[src/rtl/spi_flash_id_responder.sv]
// SPI mode-0 slave answering the JEDEC Read ID (0x9F) and Read Mfr/Dev ID (0x90) commands.
// Ports: clk/rst, spi_sck_i/spi_cs_n_i/spi_mosi_i (async), spi_miso_o/spi_miso_oe, cmd_valid/cmd_byte, busy.
module spi_flash_id_responder #(
  parameter logic [7:0] ID_MFR    = 8'hEF,
  parameter logic [7:0] ID_TYPE   = 8'h40,
  parameter logic [7:0] ID_CAP    = 8'h18,
  parameter logic [7:0] ID_DEV    = 8'h17,
  parameter logic       IDLE_MISO = 1'b1
) (
  input  logic       clk,
  input  logic       rst,
  input  logic       spi_sck_i,
  input  logic       spi_cs_n_i,
  input  logic       spi_mosi_i,
  output logic       spi_miso_o,
  output logic       spi_miso_oe,
  output logic       cmd_valid,
  output logic [7:0] cmd_byte,
  output logic       busy
);

  typedef enum logic [2:0] {
    S_IDLE, S_CMD, S_ID9F, S_ADDR, S_ID90, S_IGNORE
  } state_t;

  logic [1:0] sck_sync_q, cs_sync_q, mosi_sync_q;
  logic       sck_hist_q;

  state_t     state_q, state_d;
  logic [2:0] bit_cnt_q, bit_cnt_d;
  logic [2:0] byte_cnt_q, byte_cnt_d;
  logic [7:0] rx_sr_q, rx_sr_d;
  logic [7:0] tx_sr_q, tx_sr_d;
  logic [1:0] idx_q, idx_d;
  logic       alt_q, alt_d;
  logic       miso_q, miso_d;
  logic       cmd_valid_q, cmd_valid_d;
  logic [7:0] cmd_byte_q, cmd_byte_d;

  logic       sck_s, cs_act, mosi_s;
  logic       sck_rise, sck_fall;
  logic [7:0] rx_new;
  logic [7:0] nxt_byte;

  always_ff @(posedge clk) begin
    if (rst) begin
      sck_sync_q  <= 2'b00;
      cs_sync_q   <= 2'b11;
      mosi_sync_q <= 2'b00;
      sck_hist_q  <= 1'b0;
    end else begin
      sck_sync_q  <= {sck_sync_q[0], spi_sck_i};
      cs_sync_q   <= {cs_sync_q[0], spi_cs_n_i};
      mosi_sync_q <= {mosi_sync_q[0], spi_mosi_i};
      sck_hist_q  <= sck_sync_q[1];
    end
  end

  assign sck_s    = sck_sync_q[1];
  assign cs_act   = ~cs_sync_q[1];
  assign mosi_s   = mosi_sync_q[1];
  assign sck_rise = sck_s & ~sck_hist_q;
  assign sck_fall = ~sck_s & sck_hist_q;
  assign rx_new   = {rx_sr_q[6:0], mosi_s};

  // Next 0x9F response byte, selected by the rotating index.
  always_comb begin
    nxt_byte = ID_MFR;
    unique case (idx_q)
      2'd1:    nxt_byte = ID_TYPE;
      2'd2:    nxt_byte = ID_CAP;
      default: nxt_byte = ID_MFR;
    endcase
  end

  always_comb begin
    state_d     = state_q;
    bit_cnt_d   = bit_cnt_q;
    byte_cnt_d  = byte_cnt_q;
    rx_sr_d     = rx_sr_q;
    tx_sr_d     = tx_sr_q;
    idx_d       = idx_q;
    alt_d       = alt_q;
    miso_d      = miso_q;
    cmd_valid_d = 1'b0;
    cmd_byte_d  = cmd_byte_q;

    if (state_q == S_IDLE || !cs_act) begin
      // CS release beats any simultaneous SCK edge.
      miso_d     = IDLE_MISO;
      bit_cnt_d  = 3'd0;
      byte_cnt_d = 3'd0;
      state_d    = cs_act ? S_CMD : S_IDLE;
    end else if (sck_rise) begin
      rx_sr_d   = rx_new;
      bit_cnt_d = bit_cnt_q + 3'd1;
      if (bit_cnt_q == 3'd7) begin
        if (byte_cnt_q != 3'd7) byte_cnt_d = byte_cnt_q + 3'd1;
        unique case (state_q)
          S_CMD: begin
            cmd_byte_d  = rx_new;
            cmd_valid_d = 1'b1;
            if (rx_new == 8'h9F) begin
              tx_sr_d = ID_MFR;
              miso_d  = ID_MFR[7];
              idx_d   = 2'd1;
              state_d = S_ID9F;
            end else if (rx_new == 8'h90) begin
              state_d = S_ADDR;
            end else begin
              state_d = S_IGNORE;
            end
          end
          S_ID9F: begin
            tx_sr_d = nxt_byte;
            miso_d  = nxt_byte[7];
            idx_d   = (idx_q == 2'd2) ? 2'd0 : idx_q + 2'd1;
          end
          S_ADDR: begin
            // Command was byte 0, so the last address byte ends at count 3.
            if (byte_cnt_q == 3'd3) begin
              tx_sr_d = rx_new[0] ? ID_DEV : ID_MFR;
              miso_d  = rx_new[0] ? ID_DEV[7] : ID_MFR[7];
              alt_d   = ~rx_new[0];
              state_d = S_ID90;
            end
          end
          S_ID90: begin
            tx_sr_d = alt_q ? ID_DEV : ID_MFR;
            miso_d  = alt_q ? ID_DEV[7] : ID_MFR[7];
            alt_d   = ~alt_q;
          end
          default: ;
        endcase
      end
    end else if (sck_fall) begin
      // bit_cnt==0 means the byte was just loaded with its MSB already out.
      if ((state_q == S_ID9F || state_q == S_ID90) && bit_cnt_q != 3'd0) begin
        tx_sr_d = {tx_sr_q[6:0], 1'b0};
        miso_d  = tx_sr_q[6];
      end
    end
  end

  always_ff @(posedge clk) begin
    if (rst) begin
      state_q     <= S_IDLE;
      bit_cnt_q   <= 3'd0;
      byte_cnt_q  <= 3'd0;
      rx_sr_q     <= 8'h00;
      tx_sr_q     <= 8'h00;
      idx_q       <= 2'd0;
      alt_q       <= 1'b0;
      miso_q      <= IDLE_MISO;
      cmd_valid_q <= 1'b0;
      cmd_byte_q  <= 8'h00;
    end else begin
      state_q     <= state_d;
      bit_cnt_q   <= bit_cnt_d;
      byte_cnt_q  <= byte_cnt_d;
      rx_sr_q     <= rx_sr_d;
      tx_sr_q     <= tx_sr_d;
      idx_q       <= idx_d;
      alt_q       <= alt_d;
      miso_q      <= miso_d;
      cmd_valid_q <= cmd_valid_d;
      cmd_byte_q  <= cmd_byte_d;
    end
  end

  assign spi_miso_o  = miso_q;
  assign spi_miso_oe = (state_q != S_IDLE);
  assign cmd_valid   = cmd_valid_q;
  assign cmd_byte    = cmd_byte_q;
  assign busy        = cs_act;

endmodule

[config.mk]
export PLATFORM = sky130hd
export DESIGN_NAME = spi_flash_id_responder
export DESIGN_NICKNAME = d
export VERILOG_FILES = /design/src/rtl/spi_flash_id_responder.sv
export SDC_FILE = /design/constraint.sdc
export NUM_CORES = 1
export LEC_CHECK = 0
export BUFFER_PORTS_ARGS = -buffer_cell sky130_fd_sc_hd__buf_2
export CORE_AREA = 2 2 76 78
export CTS_BUF_LIST = sky130_fd_sc_hd__clkbuf_8
export DETAILED_ROUTE_END_ITERATION = 16
export DIE_AREA = 0 0 78 80
export SYNTH_ARGS = -nofsm -noshare
export SYNTH_HDL_FRONTEND = slang
export SYNTH_SLANG_ARGS = --single-unit
[constraint.sdc]
create_clock -name clk -period 2.3 [get_ports clk]
set_input_delay 0.46 -clock clk [delete_from_list [all_inputs] [get_ports clk]]
set_output_delay 0.46 -clock clk [all_outputs]
set_load 0.02 [all_outputs]
==> flow_summary.yaml, run 1 <==
status:
  outcome: "completed"
finish:
  antenna_cells: 0
  multi_input_area_sq_um: 1180
  design_area_sq_um: 2380
  seq_area_sq_um: 861
  nets: 267
  fillCellCount: 578
  drive_above_1_share: 0.171
  syn2layout_area_growth_pct: 11.9
clock_tree:
  clk_path_buf_depth: 2
  clk_pin_slew_worst_paths_ns: 0.09
  h-tree-depth: 2
  postCtsSetupBuffers: 0
  cts_resized: 0
  cts_tree: "yes"
  clock_latency_ns: 0.30
  cts_hold_buf: 0
  cts_root_buf: "clkbuf_8"
  numCtsBuffers: 5
  cts.sinks: 43
drt:
  routedWlPerCell_um: 13.4
  first_pass_iters: 4
  drt_wl_total_um: 4320
  vias: 1683
  drc: 0
  final_antenna_net_count: 0
  avgViaCountPerCell: 5.21
  drtIter0Drc: 49
yosys:
  synth_area_sq_um: 2130
  avgSynthCellArea_sq_um: 9.18
  synth.most_common_cell: "dfxtp_1"
  synth_flop_cell: "dfxtp_1"
  synth_nets: 249
  ys_top_cells_by_count: "43 x dfxtp_1, 35 x nor2_1, 20 x mux2i_1"
  synth_compound_area_frac: 0.142
  synth_xor_area_frac: 0.0123
  synth_top_cell_area_share: 0.404
  synth.mux.area_fraction: 0.0993
  synthAdderAreaFrac: 0.0705
  synth_top_family_by_area: "simple AND/OR/NAND/NOR gates"
  yosysUniqueCellTypes: 48
  synth_area_leaders: "dfxtp_1 40%, mux2i_1 9.4%, ha_1 7.1%"
  synth_edf_count: 0
  synthArstFlopShare: 0
  yosysSeqAreaShare: 0.404
  yosys_register_bits: 43
  synth_top_cell_by_area: "dfxtp_1"
  syn-instance-count: 232
  synthSimpleGateAreaFrac: 0.228
  yosysWarnings: 0
sta:
  fin_crit_sh: 0.861
  hold_viol_final: 0
  tns_ns: 0
  worst_pin_slew_ns: 0.714
  maxSlewHeadroom: 0.524
  layout_min_cycle_time_ns: 1.98
  rsz0062_at_grt: "false"
  setup_viol: 0
  fmax_mhz: 505
  fin_skew_ns: 0.0104
  timing.final.max_slew_violations: 0
global_routing:
  grt_max_degree: 40
  first_global_vias: 1558
  met2_usage: 0.243
  grt_pass1_wl_um: 7310
  busiest_layer: "met2"
  grt_use_total: 0.148
  grtUsageMet1: 0.190
  overflow: 0
  antenna_found_initial: 0
  grtUsageMet3: 0.0305
critical_path:
  worstSetupStartpointType: "register"
  endpoint_kind: "register"
  arrival_ns: 2.15
  cp_max_fo: 15
  crit_type: "reg2reg"
  cp.required_ns: 2.47
floorplanning:
  die_x_um: 78
  io_pins: 17
  dieArea_sq_um: 6240
  start_util: 0.394
  coreArea_sq_um: 5410
  num_rows: 27
  dieHeight_um: 80
power:
  power_density_nw_per_um2: 549
  p_leak_nw: 0.946
  ir_worst_vdd_uv: 230
job:
  cap_violations: 0
placed_design:
  port_buffers: 16
  placed_area_sq_um: 2290
  dpl.hpwl_um: 3000
  place_congestion: 0.776
hold_path:
  hp-class: "in2reg"
-- cells by family after synthesis --
family / after synthesis
mux: 21
fa+ha+maj: 12
buf+inv: 21
compound gates: 43
flops: 43
xor+xnor: 3
simple gates: 89
-- per-layer routing --
| layer | vias up | part of all wire | wire, um |
|---|---|---|---|
| met5 | - | 0 | 0 |
| met4 | 0 | 0.017 | 73 |
| met3 | 6 | 0.031 | 132 |
| met2 | 22 | 0.45 | 1930 |
| met1 | 798 | 0.51 | 2190 |
| li1 | 857 | - | - |
-- layout by cell type, fill, tap and decap left out, drive strengths merged, types with 2 or more instances in the layout --
master,n
a211oi,3
a21oi,12
a311o,2
a31oi,6
buf,22
clkbuf,5
clkinvlp,2
dfxtp,43
ha,12
inv,11
mux2i,20
nand2,8
nand2b,5
nand3,4
nand3b,3
nand4,3
nor2,36
nor2b,10
nor3,3
nor4,4
o21a,2
o21ai,5
o31ai,3
or2,3
or3,4
xnor2,2
-- worst max-delay path: stages (launching register included) --
cell     delay, ns
dfxtp_1       0.63
or3_1         0.23
nand2_1       0.21
nor2_2        0.47
mux2i_1       0.24
nor2_1        0.05
-- worst paths after layout --
| check | startpoint | endpoint | slack, ns | cells after the start |
|---|---|---|---|---|
| min reg2reg | cs_sync_q[0] | cs_sync_q[1] | 0.42 | 1 |
| max | state_q[2] | rx_sr_q[2] | 0.32 | 5 |
| min | spi_cs_n_i | cs_sync_q[0] | 0.34 | 2 |
| max reg2reg | state_q[2] | rx_sr_q[2] | 0.32 | 5 |
-- final cells by class --
cell class / instances / share of cell area
Timing Repair Buffer: 22 / 0.0525
Sequential cell: 43 / 0.361
Clock inverter: 3 / 0.00998
Multi-Input combinational cell: 168 / 0.494
Inverter: 10 / 0.0158
Tap cell: 72 / 0.0378
Clock buffer: 5 / 0.0289
-- per-stage QoR --
stage | instances | utilization | hold slack (ns) | worst slack [ns] | power, mW
2_1_floorplan | 232 | - | 0.389 | 0.478 | 0.808
3_3_place_gp | 315 | 0.424 | 0.394 | 0.378 | 0.823
3_5_place_dp | 315 | 0.424 | 0.399 | 0.345 | 0.824
4_1_cts | 323 | 0.441 | 0.332 | 0.332 | 1.33
5_1_grt | 323 | 0.441 | 0.329 | 0.163 | 1.37
6_report | 323 | 0.441 | 0.344 | 0.321 | 1.31
-- registers in the layout, indices dropped and copies added (netlist names) --
| register | count |
|---|---|
| mosi_sync_q | 2 |
| tx_sr_q | 7 |
| cmd_valid | 1 |
| alt_q | 1 |
| sck_sync_q | 2 |
| rx_sr_q | 7 |
| state_q | 3 |
| cs_sync_q | 2 |
| bit_cnt_q | 3 |
| cmd_byte | 8 |
| byte_cnt_q | 3 |
| sck_hist_q | 1 |
| spi_miso_o | 1 |
| idx_q | 2 |
-- power by group --
part | total (mW) | switching [mW] | internal (mW) | leakage [nW]
combinational | 0.0540 | 0.0336 | 0.0204 | 0.558
sequential | 0.752 | 0.00266 | 0.750 | 0.348
clock | 0.501 | 0.283 | 0.217 | 0.0408
total | 1.31 | 0.320 | 0.987 | 0.946
No activity file was read; power rests on OpenSTA's default activity.
==> run 2, diff against run 1 <==
--- a/config.mk
+++ b/config.mk
@@ -5,11 +5,13 @@
 export SDC_FILE = /design/constraint.sdc
 export NUM_CORES = 1
 export LEC_CHECK = 0
+export ABC_AREA = 1
 export BUFFER_PORTS_ARGS = -buffer_cell sky130_fd_sc_hd__buf_2
-export CORE_AREA = 2 2 76 78
+export CORE_AREA = 2 2 75 77
 export CTS_BUF_LIST = sky130_fd_sc_hd__clkbuf_8
 export DETAILED_ROUTE_END_ITERATION = 16
-export DIE_AREA = 0 0 78 80
+export DIE_AREA = 0 0 77 79
+export GPL_ROUTABILITY_DRIVEN = 0
 export SYNTH_ARGS = -nofsm -noshare
 export SYNTH_HDL_FRONTEND = slang
 export SYNTH_SLANG_ARGS = --single-unit
==> run 2 against run 1 <==
Net effect: via count grew 2.4%; synthesized area shrank 2.6%; largest cell class unchanged; clock skew shrank 0.0025 ns; critical path type is now reg2out; sequential share of layout area grew 1.4 points; combinational power shrank 9.3%; sequential power is essentially flat; worst hold slack lost 0.0028 ns; highest routed layer unchanged.
==> flow_summary.yaml, run 2 <==
drt:
  first_pass_iters: 4
  routedWlPerCell_um: 10.2
  vias: 1724
  final_antenna_net_count: 0
  drc: 0
  avgViaCountPerCell: 4.56
  drt_wl_total_um: 3870
  drtIter0Drc: 72
sta:
  hold_viol_final: 0
  maxSlewHeadroom: 0.588
  rsz0062_at_grt: "false"
  fin_skew_ns: 0.00794
  fin_ws_ns: 0.643
  timing.final.max_slew_violations: 0
  tns_ns: 0
  setup_viol: 0
  worst_pin_slew_ns: 0.617
  fmax_mhz: 603
  layout_min_cycle_time_ns: 1.66
  fin_crit_sh: 0.721
  fin_hold_ws_ns: 0.341
critical_path:
  crit_type: "reg2out"
  reg2reg_depth: 9
  r2r-start: "state_q[1]"
  crit_start: "state_q[1]"
  arrival_ns: 1.20
  worstSetupStartpointType: "register"
  endpoint_kind: "primary output"
  cp_max_fo: 10
  r2r-end: "tx_sr_q[6]"
  regToRegSetupSlack_ns: 0.66
  endpoint: "spi_miso_oe"
  cp.required_ns: 1.84
yosys:
  synth_top_cell_area_share: 0.415
  yosysWarnings: 0
  yosys_register_bits: 43
  yosysUniqueCellTypes: 23
  synth_area_leaders: "dfxtp_1 42%, nand2_1 10%, nor2_1 7.4%"
  synth.most_common_cell: "nand2_1"
  synth_area_sq_um: 2070
  synth_flop_cell: "dfxtp_1"
  synth_top_cell_by_area: "dfxtp_1"
  synth_edf_count: 0
  yosysSeqAreaShare: 0.415
  synthArstFlopShare: 0
  syn-instance-count: 288
  ys_top_cells_by_count: "55 x nand2_1, 43 x dfxtp_1, 41 x nor2_1"
  avgSynthCellArea_sq_um: 7.20
  synth_nets: 305
placed_design:
  dpl.hpwl_um: 2850
  port_buffers: 16
  dp.cells: 370
  placed_area_sq_um: 2210
  pre_cts_ws_ns: 0.676
power:
  power_density_nw_per_um2: 556
  ir_worst_vdd_uv: 359
  p_leak_nw: 1.09
clock_tree:
  cts_hold_buf: 0
  numCtsBuffers: 5
  clock_latency_ns: 0.30
  cts_resized: 0
  cts_tree: "yes"
  clk_pin_slew_worst_paths_ns: 0.09
  h-tree-depth: 2
  cts.sinks: 43
  cts_root_buf: "clkbuf_8"
  postCtsSetupBuffers: 0
  clk_path_buf_depth: 2
floorplanning:
  dieHeight_um: 79
  num_rows: 27
  coreArea_sq_um: 5340
  die_x_um: 77
  io_pins: 17
  start_util: 0.388
  dieArea_sq_um: 6080
finish:
  design_area_sq_um: 2290
  nets: 322
  largest_register_ffs: 8
  drive_above_1_share: 0.121
  layout_commonest_cell: "nand2_1"
  syn2layout_area_growth_pct: 10.6
  finalNonFillerCells: 378
  final_cell_mix: "55 x nand2_1, 43 x dfxtp_1, 41 x nor2_1"
  antenna_cells: 0
global_routing:
  overflow: 0
  grt_pass1_wl_um: 6910
  busiest_layer: "met2"
  grtUsageMet1: 0.177
  antenna_found_initial: 0
  grt_max_degree: 24
  met2_usage: 0.230
  first_global_vias: 1570
  grtUsageMet3: 0.0375
  grt_use_total: 0.142
job:
  cap_violations: 0
status:
  outcome: "completed"
hold_path:
  min_path_cells: 2
  hp-class: "in2reg"
  hp-start: "spi_cs_n_i"
## run 2: changes by cell type in the layout (fill, tap and decap cells not counted), sizes merged, moves of 5 or more
cell    previous run  this run
nand2b             5         0
buf               22        17
a31oi              6         0
inv               11        42
nor2b             10         0
nand3              4        18
mux2i             20         1
o21ai              5        26
a21oi             12        26
nor2              36        44
nand2              8        60
## run 2: metal layers
layer	share of wire	wire, um
met1	0.50	1930
met2	0.44	1710
met3	0.041	157
met4	0.019	74
met5	0	0
## run 2: per-stage QoR
stage                      util  power [mW]
final                     0.430        1.27
after global routing      0.430        1.33
after CTS                 0.430        1.30
after detailed placement  0.414       0.822
after global placement    0.414       0.822
after floorplan               -       0.807
## run 2: report_power, final
| part | internal (mW) | switching [mW] | total [mW] |
|---|---|---|---|
| Sequential | 0.750 | 0.00419 | 0.754 |
| Clock | 0.208 | 0.264 | 0.472 |
| Combinational | 0.0158 | 0.0332 | 0.0490 |
## run 2: cells by family (layout without fill, tap and decap cells)
kind of cell / count (synthesis) / in the layout / share of synthesized area
buf+inv: 48 / 66 / 0.0947
mux: 1 / 1 / 0.00483
compound gates: 54 / 54 / 0.134
fa+ha+maj: 12 / 12 / 0.0724
flops: 43 / 43 / 0.415
simple gates: 130 / 130 / 0.279
## run 2: worst min path at each step
stage / endpoint
floorplan: mosi_sync_q[1]
global placement: sck_sync_q[1]
detailed placement: cs_sync_q[1]
CTS: cs_sync_q[0]
global route: cs_sync_q[0]
finish: cs_sync_q[0]
## run 2: worst max-delay path, cell delays in order (launching register included)
cell and delay, ns:
dfxtp_1 0.54, nor2_4 0.08, nand2_4 0.10, buf_2 0.17
## run 2: layout make-up
| class | instances | area [sq um] |
|---|---|---|
| multi-input combinational | 197 | 1020 |
| fill | 623 | 3040 |
| timing repair buffer | 17 | 87.6 |
| sequential | 43 | 861 |
| clock buffer | 5 | 68.8 |
| inverter | 41 | 154 |
| clock inverter | 3 | 16.3 |
| tap | 72 | 90.1 |
